File: src/rtl/rename_pkg.sv
// Shared types and default sizes for the rename map and its checkpoint pool.
package rename_pkg;

  localparam int unsigned NUM_AREG_DEF = 32;
  localparam int unsigned NUM_PREG_DEF = 128;
  localparam int unsigned NUM_CKPT_DEF = 4;
  localparam int unsigned AREG_W       = 5;
  localparam int unsigned PREG_W_DEF   = $clog2(NUM_PREG_DEF);
  localparam int unsigned CKPT_W_DEF   = $clog2(NUM_CKPT_DEF);

  typedef logic [AREG_W-1:0]     areg_t;
  typedef logic [PREG_W_DEF-1:0] preg_t;
  typedef logic [CKPT_W_DEF-1:0] ckpt_id_t;
  typedef preg_t                 map_t [NUM_AREG_DEF];

endpackage

File: src/rtl/rename_ckpt_alloc.sv
// Checkpoint slot bookkeeping: valid bits, allocation pointer, full flag and
// clearing of the mispredicted slot plus everything allocated after it.
module rename_ckpt_alloc #(
  parameter  int unsigned NUM_CKPT = 4,
  localparam int unsigned CKPT_W   = (NUM_CKPT > 1) ? $clog2(NUM_CKPT) : 1
) (
  input  logic              clk_i,
  input  logic              reset_i,
  input  logic              ckpt_req_i,
  input  logic              res_valid_i,
  input  logic [CKPT_W-1:0] res_id_i,
  input  logic              res_mispredict_i,
  output logic [CKPT_W-1:0] ckpt_id_o,
  output logic              ckpt_full_o,
  output logic              take_o,
  output logic              restore_o
);

  logic [NUM_CKPT-1:0] ck_valid_q, ck_valid_d;
  logic [CKPT_W-1:0]   alloc_ptr_q, alloc_ptr_d;
  logic                misp_c;
  int unsigned         span_c;

  assign ckpt_id_o   = alloc_ptr_q;
  assign ckpt_full_o = ck_valid_q[alloc_ptr_q];
  assign misp_c      = res_valid_i && res_mispredict_i;
  assign restore_o   = misp_c && ck_valid_q[res_id_i];
  assign take_o      = ckpt_req_i && !ckpt_full_o && !misp_c;

  // Next valid bits and pointer; a mispredict overrides resolve and allocation.
  always_comb begin
    ck_valid_d  = ck_valid_q;
    alloc_ptr_d = alloc_ptr_q;
    span_c      = (32'(alloc_ptr_q) + NUM_CKPT - 32'(res_id_i)) % NUM_CKPT;
    if (restore_o) begin
      // span 0 with a valid res_id means the ring is full: clear every slot
      for (int unsigned i = 0; i < NUM_CKPT; i++) begin
        if (span_c == 0 || ((i + NUM_CKPT - 32'(res_id_i)) % NUM_CKPT) < span_c) begin
          ck_valid_d[i] = 1'b0;
        end
      end
      alloc_ptr_d = res_id_i;
    end else if (!misp_c) begin
      if (res_valid_i) begin
        ck_valid_d[res_id_i] = 1'b0;
      end
      if (take_o) begin
        ck_valid_d[alloc_ptr_q] = 1'b1;
        alloc_ptr_d = (alloc_ptr_q == CKPT_W'(NUM_CKPT - 1)) ? '0
                                                              : alloc_ptr_q + CKPT_W'(1);
      end
    end
  end

  // Slot state register with synchronous reset.
  always_ff @(posedge clk_i) begin
    if (reset_i) begin
      ck_valid_q  <= '0;
      alloc_ptr_q <= '0;
    end else begin
      ck_valid_q  <= ck_valid_d;
      alloc_ptr_q <= alloc_ptr_d;
    end
  end

endmodule

File: src/rtl/rename_map_ckpt.sv
// Register alias table with multi-lane rename, combinational lookups and a
// pool of branch checkpoints restored in one cycle on mispredict.
// Optional: define RENAME_INTRA_BYPASS_EN to forward older-lane destinations
// to younger-lane lookups within one rename group.
module rename_map_ckpt
  import rename_pkg::*;
#(
  parameter  int unsigned NUM_AREG = NUM_AREG_DEF,
  parameter  int unsigned NUM_PREG = NUM_PREG_DEF,
  parameter  int unsigned RENAME_W = 2,
  parameter  int unsigned NUM_CKPT = NUM_CKPT_DEF,
  localparam int unsigned PREG_W   = $clog2(NUM_PREG),
  localparam int unsigned CKPT_W   = (NUM_CKPT > 1) ? $clog2(NUM_CKPT) : 1,
  localparam int unsigned LANE_W   = (RENAME_W > 1) ? $clog2(RENAME_W) : 1
) (
  input  logic                             clk_i,
  input  logic                             reset_i,
  input  logic [RENAME_W-1:0]              ren_valid_i,
  input  areg_t [RENAME_W-1:0]             ren_rd_i,
  input  logic [RENAME_W-1:0][PREG_W-1:0]  ren_pd_i,
  input  areg_t [RENAME_W-1:0]             rs1_i,
  input  areg_t [RENAME_W-1:0]             rs2_i,
  output logic [RENAME_W-1:0][PREG_W-1:0]  ps1_o,
  output logic [RENAME_W-1:0][PREG_W-1:0]  ps2_o,
  output logic [RENAME_W-1:0][PREG_W-1:0]  pd_old_o,
  input  logic                             ckpt_req_i,
  input  logic [LANE_W-1:0]                ckpt_lane_i,
  output logic [CKPT_W-1:0]                ckpt_id_o,
  output logic                             ckpt_full_o,
  input  logic                             res_valid_i,
  input  logic [CKPT_W-1:0]                res_id_i,
  input  logic                             res_mispredict_i
);

  logic [PREG_W-1:0] map_q  [NUM_AREG];
  logic [PREG_W-1:0] map_d  [NUM_AREG];
  logic [PREG_W-1:0] snap_d [NUM_AREG];
  logic [PREG_W-1:0] snap_q [NUM_CKPT][NUM_AREG];
  logic              take_c;
  logic              restore_c;
  logic              misp_c;

  assign misp_c = res_valid_i && res_mispredict_i;

  rename_ckpt_alloc #(
    .NUM_CKPT (NUM_CKPT)
  ) u_alloc (
    .clk_i            (clk_i),
    .reset_i          (reset_i),
    .ckpt_req_i       (ckpt_req_i),
    .res_valid_i      (res_valid_i),
    .res_id_i         (res_id_i),
    .res_mispredict_i (res_mispredict_i),
    .ckpt_id_o        (ckpt_id_o),
    .ckpt_full_o      (ckpt_full_o),
    .take_o           (take_c),
    .restore_o        (restore_c)
  );

  // Apply lanes oldest first so the youngest colliding write wins; snapshot
  // image is the map right after the branch lane's own write.
  always_comb begin
    map_d  = map_q;
    snap_d = map_q;
    for (int l = 0; l < RENAME_W; l++) begin
      if (ren_valid_i[l] && ren_rd_i[l] != '0) begin
        map_d[ren_rd_i[l]] = ren_pd_i[l];
      end
      if (LANE_W'(l) == ckpt_lane_i) begin
        snap_d = map_d;
      end
    end
    map_d[0]  = '0;
    snap_d[0] = '0;
  end

  // Source and old-destination lookups; x0 always reads p0.
  always_comb begin
    for (int k = 0; k < RENAME_W; k++) begin
      ps1_o[k]    = map_q[rs1_i[k]];
      ps2_o[k]    = map_q[rs2_i[k]];
      pd_old_o[k] = map_q[ren_rd_i[k]];
`ifdef RENAME_INTRA_BYPASS_EN
      for (int j = 0; j < k; j++) begin
        if (ren_valid_i[j] && ren_rd_i[j] != '0) begin
          if (ren_rd_i[j] == rs1_i[k])    ps1_o[k]    = ren_pd_i[j];
          if (ren_rd_i[j] == rs2_i[k])    ps2_o[k]    = ren_pd_i[j];
          if (ren_rd_i[j] == ren_rd_i[k]) pd_old_o[k] = ren_pd_i[j];
        end
      end
`endif
      if (rs1_i[k] == '0)    ps1_o[k]    = '0;
      if (rs2_i[k] == '0)    ps2_o[k]    = '0;
      if (ren_rd_i[k] == '0) pd_old_o[k] = '0;
    end
  end

  // Map register: reset to identity, restore on mispredict, else take writes.
  always_ff @(posedge clk_i) begin
    if (reset_i) begin
      for (int i = 0; i < NUM_AREG; i++) begin
        map_q[i] <= PREG_W'(i);
      end
    end else if (misp_c) begin
      if (restore_c) begin
        map_q <= snap_q[res_id_i];
      end
    end else begin
      map_q <= map_d;
    end
  end

  // Snapshot storage; contents are only meaningful while the slot is valid.
  always_ff @(posedge clk_i) begin
    if (!reset_i && take_c) begin
      snap_q[ckpt_id_o] <= snap_d;
    end
  end

endmodule

File: config.mk
export PLATFORM = sky130hd
export DESIGN_NAME = rename_map_ckpt
export DESIGN_NICKNAME = d
export VERILOG_FILES = /design/src/rtl/rename_pkg.sv /design/src/rtl/rename_ckpt_alloc.sv /design/src/rtl/rename_map_ckpt.sv
export SDC_FILE = /design/constraint.sdc
export NUM_CORES = 2
export LEC_CHECK = 0
export CAP_MARGIN = 40
export CORE_MARGIN = 10
export CORE_UTILIZATION = 30
export DETAILED_ROUTE_END_ITERATION = 8
export PLACE_DENSITY_LB_ADDON = 0.08
export SLEW_MARGIN = 15
export SYNTH_ARGS = -nofsm -noshare
export SYNTH_HDL_FRONTEND = slang
export SYNTH_HIERARCHICAL = 1
export SYNTH_SLANG_ARGS = --single-unit
export TNS_END_PERCENT = 50
File: constraint.sdc
create_clock -name clk_i -period 29.2 [get_ports clk_i]
set_clock_uncertainty 0.15 [all_clocks]
set_input_delay 5.84 -clock clk_i [delete_from_list [all_inputs] [get_ports clk_i]]
set_output_delay 5.84 -clock clk_i [all_outputs]
set_load 0.02 [all_outputs]
* Yosys cells after proc, flatten, opt, wreduce, memory -nomap -nowiden
Memory sizes are Yosys's and may differ from the RTL's.
Index checks and enable logic that the tools add are counted.
** Operators by class
- Shifts and indexed selects :: 0
- Add/subtract/negate cells :: 7
- Divide/modulo/power cells :: 0
- Equality and inequality tests :: 6
- Magnitude comparators :: 16
- $mul :: 0
- Reductions and logical operators :: 34
- Bitwise operators :: 10
- Mux-type cells :: 59
** Operators with widths (number)
- 217-bit two-way mux :: 4
- 224-bit bitwise mux :: 2
- 224-bit two-way mux :: 1
- 7-bit binary-select mux with 5-bit select :: 6
- 7-bit two-way mux :: 20
- 7-bit demux with 5-bit select :: 2
- 6-bit greater-or-equal comparator (second input constant) :: 6
- 5-bit NOT with 6-bit output :: 6
- 32-bit zero test :: 1
- 5-bit zero test :: 6
- 4-bit two-way mux :: 6
- 6-bit by 1-bit less-than comparator with 1-bit output (second input constant) :: 2
- 1-bit logical AND :: 11
- 1-bit two-way mux :: 10
- 2-bit AND reduction :: 5
- 5-bit nonzero test :: 2
- 2-bit less-than comparator :: 4
- 2-bit two-way mux :: 4
- 2-bit by 1-bit inequality test with 1-bit output (second input constant) :: 4
- 2-bit by 3-bit less-than comparator with 1-bit output (second input constant) :: 2
- 2-bit by 1-bit adder with 2-bit output (second input constant) :: 2
- 4-bit bitwise AND :: 1
- 1-bit binary-select mux with 2-bit select :: 2
- 1-bit demux with 2-bit select :: 2
- 13 further kinds :: 21
** Word-level totals
- ROM bits :: 0
- RAM bits :: 868
- Bits in latches :: 0
- Memories kept :: 1
- Word-level logic and storage cells :: 170
- Register bits after elaboration :: 230
- Bits of input ports :: 54
- Output and inout bits :: 45
** Memories
- snap_q :: depth 4, bits a word 217, rd ports 1, clocked after memory_dff 0, wr ports 1, RTL line rename_map_ckpt.sv:38 : logic [PREG_W-1:0] snap_q [NUM_CKPT][NUM_AREG];

* Logic depth before layout (Yosys ltp)
- Depth in word-level cells :: 13
- Depth in mapped cells :: 8
- Mapped depth without buffers :: 6

* By module
Netlist, hierarchy kept.
** Modules (own cells, without submodules)
- rename_map_ckpt :: area each 58098.2 sq um, cells each 3998, seq. area each 30409.2 sq um, times used 1
- rename_ckpt_alloc :: area each 690.7 sq um, cells each 71, seq. area each 120.1 sq um, times used 1

* Worst setup path before layout
Ideal clock, no wire load.
- Path kind :: in2reg
- Start point :: input ckpt_req_i
- End point :: memory snap_q[0][0] in the netlist's numbering (enable)
- Setup time :: 1105 ps
- Slack :: 5823 ps
- Cell stages on the path :: 4
- Data arrival time :: 22122 ps
- Path buffers :: 0
- Data required time :: 27945 ps
- Cell sequence :: a21bo_2 -> nor2_8 -> nor2b_1 -> nor3b_1
** Between the ends
- Longest elaborated chain between the ends :: 5
** Ends and longest elaborated chain
- from (decl) :: RTL line rename_map_ckpt.sv:26 : input logic ckpt_req_i,
- 1-bit logical AND (2 in a row) :: RTL line rename_ckpt_alloc.sv:28 : assign take_o = ckpt_req_i && !ckpt_full_o && !misp_c;
- named net take_c :: RTL line rename_map_ckpt.sv:39 : logic take_c;
- 1-bit logical AND :: RTL line rename_map_ckpt.sv:115 : if (!reset_i && take_c) begin
- 1-bit two-way mux :: RTL line rename_map_ckpt.sv:115
- 1-bit two-way mux (implied by the code) :: RTL line rename_map_ckpt.sv:116 : snap_q[ckpt_id_o] <= snap_d;
- to (decl) :: RTL line rename_map_ckpt.sv:38
The timed path passes the listed nets, and every way through them passes these cells.

==> reports/qor.log <==
INFO  critical_path  crit_arrival=9.29ns
INFO  finish         final_cells=6807
INFO  timing         period_minus_slack=15.28ns
INFO  clocking       clk_pin_slew=0.06ns
INFO  clocking       htreeDepth=4
INFO  placed_design  place.gp.congestion=0.891
INFO  die            design.core.area=0.195mm²
INFO  timing         slew_headroom=0.213
INFO  drt            detail_route.wirelength=239000µm
INFO  global_route   grt.overflow.total=0
INFO  drt            via_count=39900
INFO  power          largest_vdd_supply_drop=0.0000508V
INFO  clocking       clk-insertion-delay-late=0.80ns
INFO  critical_path  worstSetupStartpointType=input port
INFO  outcome        outcome=finished clean
INFO  run            cap_violations=0
INFO  critical_path  setup.worst_path.class=input port to output port
INFO  power          power-per-cell-area=58.6mW/mm²
INFO  drt            drc_errors=0
INFO  power          leak_pwr=21.5nW
INFO  critical_path  worstSetupEndpointType=output port
INFO  timing         final_min_period_over_clock_period=0.523
INFO  timing         drv_slew=0
INFO  drt            first_pass_iters=6
INFO  timing         finalSetupTns=0ns
INFO  global_route   grt_util_all_layers=0.216
INFO  global_route   first_global_vias=39200
INFO  timing         clock.fmax=65.5MHz
INFO  placed_design  placed_cells_incl_taps=6541
INFO  logic_synthesis syn-instance-count=4069
INFO  global_route   grt_pass1_wl=332000µm
INFO  logic_synthesis async_flop_share=0
INFO  logic_synthesis ys_ff_latch=1091
INFO  die            die_area=0.214mm²
INFO  placed_design  port_buffers=98
INFO  logic_synthesis netlist_area=0.0588mm²
INFO  finish         flow.area_growth_from_synthesis=14.5%
INFO  timing         worst_hold_margin=0.393ns
INFO  finish         final_cell_mix=sky130_fd_sc_hd__edfxtp_1, sky130_fd_sc_hd__mux4_2, sky130_fd_sc_hd__a21oi_1
INFO  die            design.portCount=99
INFO  logic_synthesis postSynth.topFlopCell=sky130_fd_sc_hd__edfxtp_1
INFO  placed_design  half_perimeter_wire_length_of_the_detailed_placement_result=154000µm
INFO  logic_synthesis synth_edf_count=868
INFO  drt            viasPerCell=5.86
INFO  global_route   grt_max_degree=169
INFO  clocking       cts.root.buffer_cell=sky130_fd_sc_hd__clkbuf_16
INFO  timing         grt_setup_unrepaired=no
INFO  clocking       cts_max_path_buffers=3
INFO  finish         postLayoutCoreUtil=0.345
INFO  global_route   grt_antenna_before_repair=28
INFO  timing         setup_violations=0
INFO  finish         fin_nets=4123
INFO  logic_synthesis post_synth_num_cell_types=69
INFO  timing         finalHoldViolCount=0
INFO  logic_synthesis synth_seq_area_share=0.519
INFO  logic_synthesis synth.net_count=4134
INFO  die            fp-row-count=162
INFO  drt            drt_first_iter_violations=4310
INFO  finish         most_frequent_standard_cell_in_the_layout_excluding_fill_and_tap_cells=sky130_fd_sc_hd__edfxtp_1
INFO  logic_synthesis synth-warning-count=6
INFO  clocking       tritoncts_clock_tree=done
INFO  clocking       cts_num_sinks=1091
INFO  clocking       post-cts-setup-buffers=0
INFO  finish         post_route_cells_drive_above_1_share=0.287
INFO  min_path       min_path_type=flip-flop to flip-flop
INFO  drt            ant_nets=0
INFO  power          post_layout_power=3.94mW
INFO  die            die_w=463µm
INFO  critical_path  critPathMaxFanout=41
INFO  logic_synthesis postSynthAreaPerCell=14.4µm²
INFO  critical_path  crit_required=23.21ns
INFO  clocking       number_of_buffers_inserted_during_clock_tree_synthesis=132
INFO  die            initial_utilization=0.301
INFO  clocking       ctsResizeCount=0
INFO  drt            route.detailed.wl_per_inst=35.1µm
INFO  clocking       hold_fix_buffers_cts=0
INFO  timing         max_slew.worst_pin.slew=1.18ns
INFO  die            die_y=463µm
## path summary, 6_finish.rpt
check | startpoint | to | slack, ns | depth (start not counted)
setup reg to reg | u_alloc/ckpt_id_o[0]$_SDFFE_PP0P_ | snap_q[1][22]$_DFFE_PP_ | 24.29 | 8
hold reg to reg | u_alloc/ck_valid_q[3]$_SDFFE_PP0P_ | u_alloc/ck_valid_q[3]$_SDFFE_PP0P_ | 0.39 | 2
hold / removal | u_alloc/ck_valid_q[3]$_SDFFE_PP0P_ | u_alloc/ck_valid_q[3]$_SDFFE_PP0P_ | 0.39 | 2
setup / recovery | ren_rd_i[5] | pd_old_o[12] | 13.92 | 9
## sequential cells by signal (all words and copies together) (netlist names)
| name | count |
|---|---|
| snap_q | 868 |
| map_q | 217 |
| u_alloc/ck_valid_q | 4 |
| u_alloc/ckpt_id_o | 2 |
## report_power, final
part	internal, mW	switching, mW
Clock	0.961	0.679
Sequential	1.73	0.0632
Combinational	0.199	0.305
Total	2.89	1.05
## worst max-delay path: stages
cell	delay, ns
sky130_fd_sc_hd__buf_4	0.26
sky130_fd_sc_hd__buf_4	0.31
sky130_fd_sc_hd__buf_16	0.29
sky130_fd_sc_hd__nor2b_1	0.54
sky130_fd_sc_hd__a22oi_1	0.20
sky130_fd_sc_hd__nor3_1	0.22
sky130_fd_sc_hd__a31oi_1	0.07
sky130_fd_sc_hd__o221ai_1	0.74
sky130_fd_sc_hd__clkdlybuf4s50_1	0.76
## logic make-up after synthesis
| family | share of synthesized area |
|---|---|
| and+or+nand+nor | 0.0466 |
| xor gates and xnor gates | 0.000532 |
| adders and majority gates | 0.00234 |
| AOI/OAI and AO/OA | 0.0852 |
| muxes | 0.316 |
| DFF | 0.519 |
| buffers and inverters | 0.0300 |
## metrics by stage
stage | cell area [µm²] | setup slack (ns)
after floorplan | 58800 | 5.82
after global placement | 62200 | 13.80
after detailed placement | 62800 | 13.98
after CTS | 67100 | 13.98
after global routing | 67300 | 13.86
final | 67300 | 13.92
## synth_stat cells (all sizes together) (7+ instances only)
cell type,number,area [µm²]
edfxtp,868,26100
mux4,513,11600
a21oi,392,1960
mux2i,389,3890
mux2,278,3130
nor2,276,1100
clkbuf,230,863
dfxtp,223,4460
nand2,195,732
a221oi,163,1430
buf,161,816
a22oi,103,773
nor2b,34,213
o22ai,24,150
inv,23,86.3
o21ai,23,115
nand2b,19,119
or2,15,93.8
ha,11,138
nor3,11,82.6
a211o,10,87.6
o221ai,10,87.6
a211oi,9,67.6
nand3b,7,52.6
## final cells by class
type,instances,area [µm²]
diodes,20,50.0
flip-flops and latches,1091,30500
clock buffers,188,3720
clock inverters,51,543
well taps,2624,3280
repair buffers,246,2540
multi-input cells,2564,26500
fillers,18900,128000
inverters,23,88.8
## layer usage
layer	routed length [µm]	global-route usage
met1	106000	0.298
met2	110000	0.338
met3	14700	0.0416
met4	8420	0.0758
met5	77	0
Power figures use the tool's default switching activity.
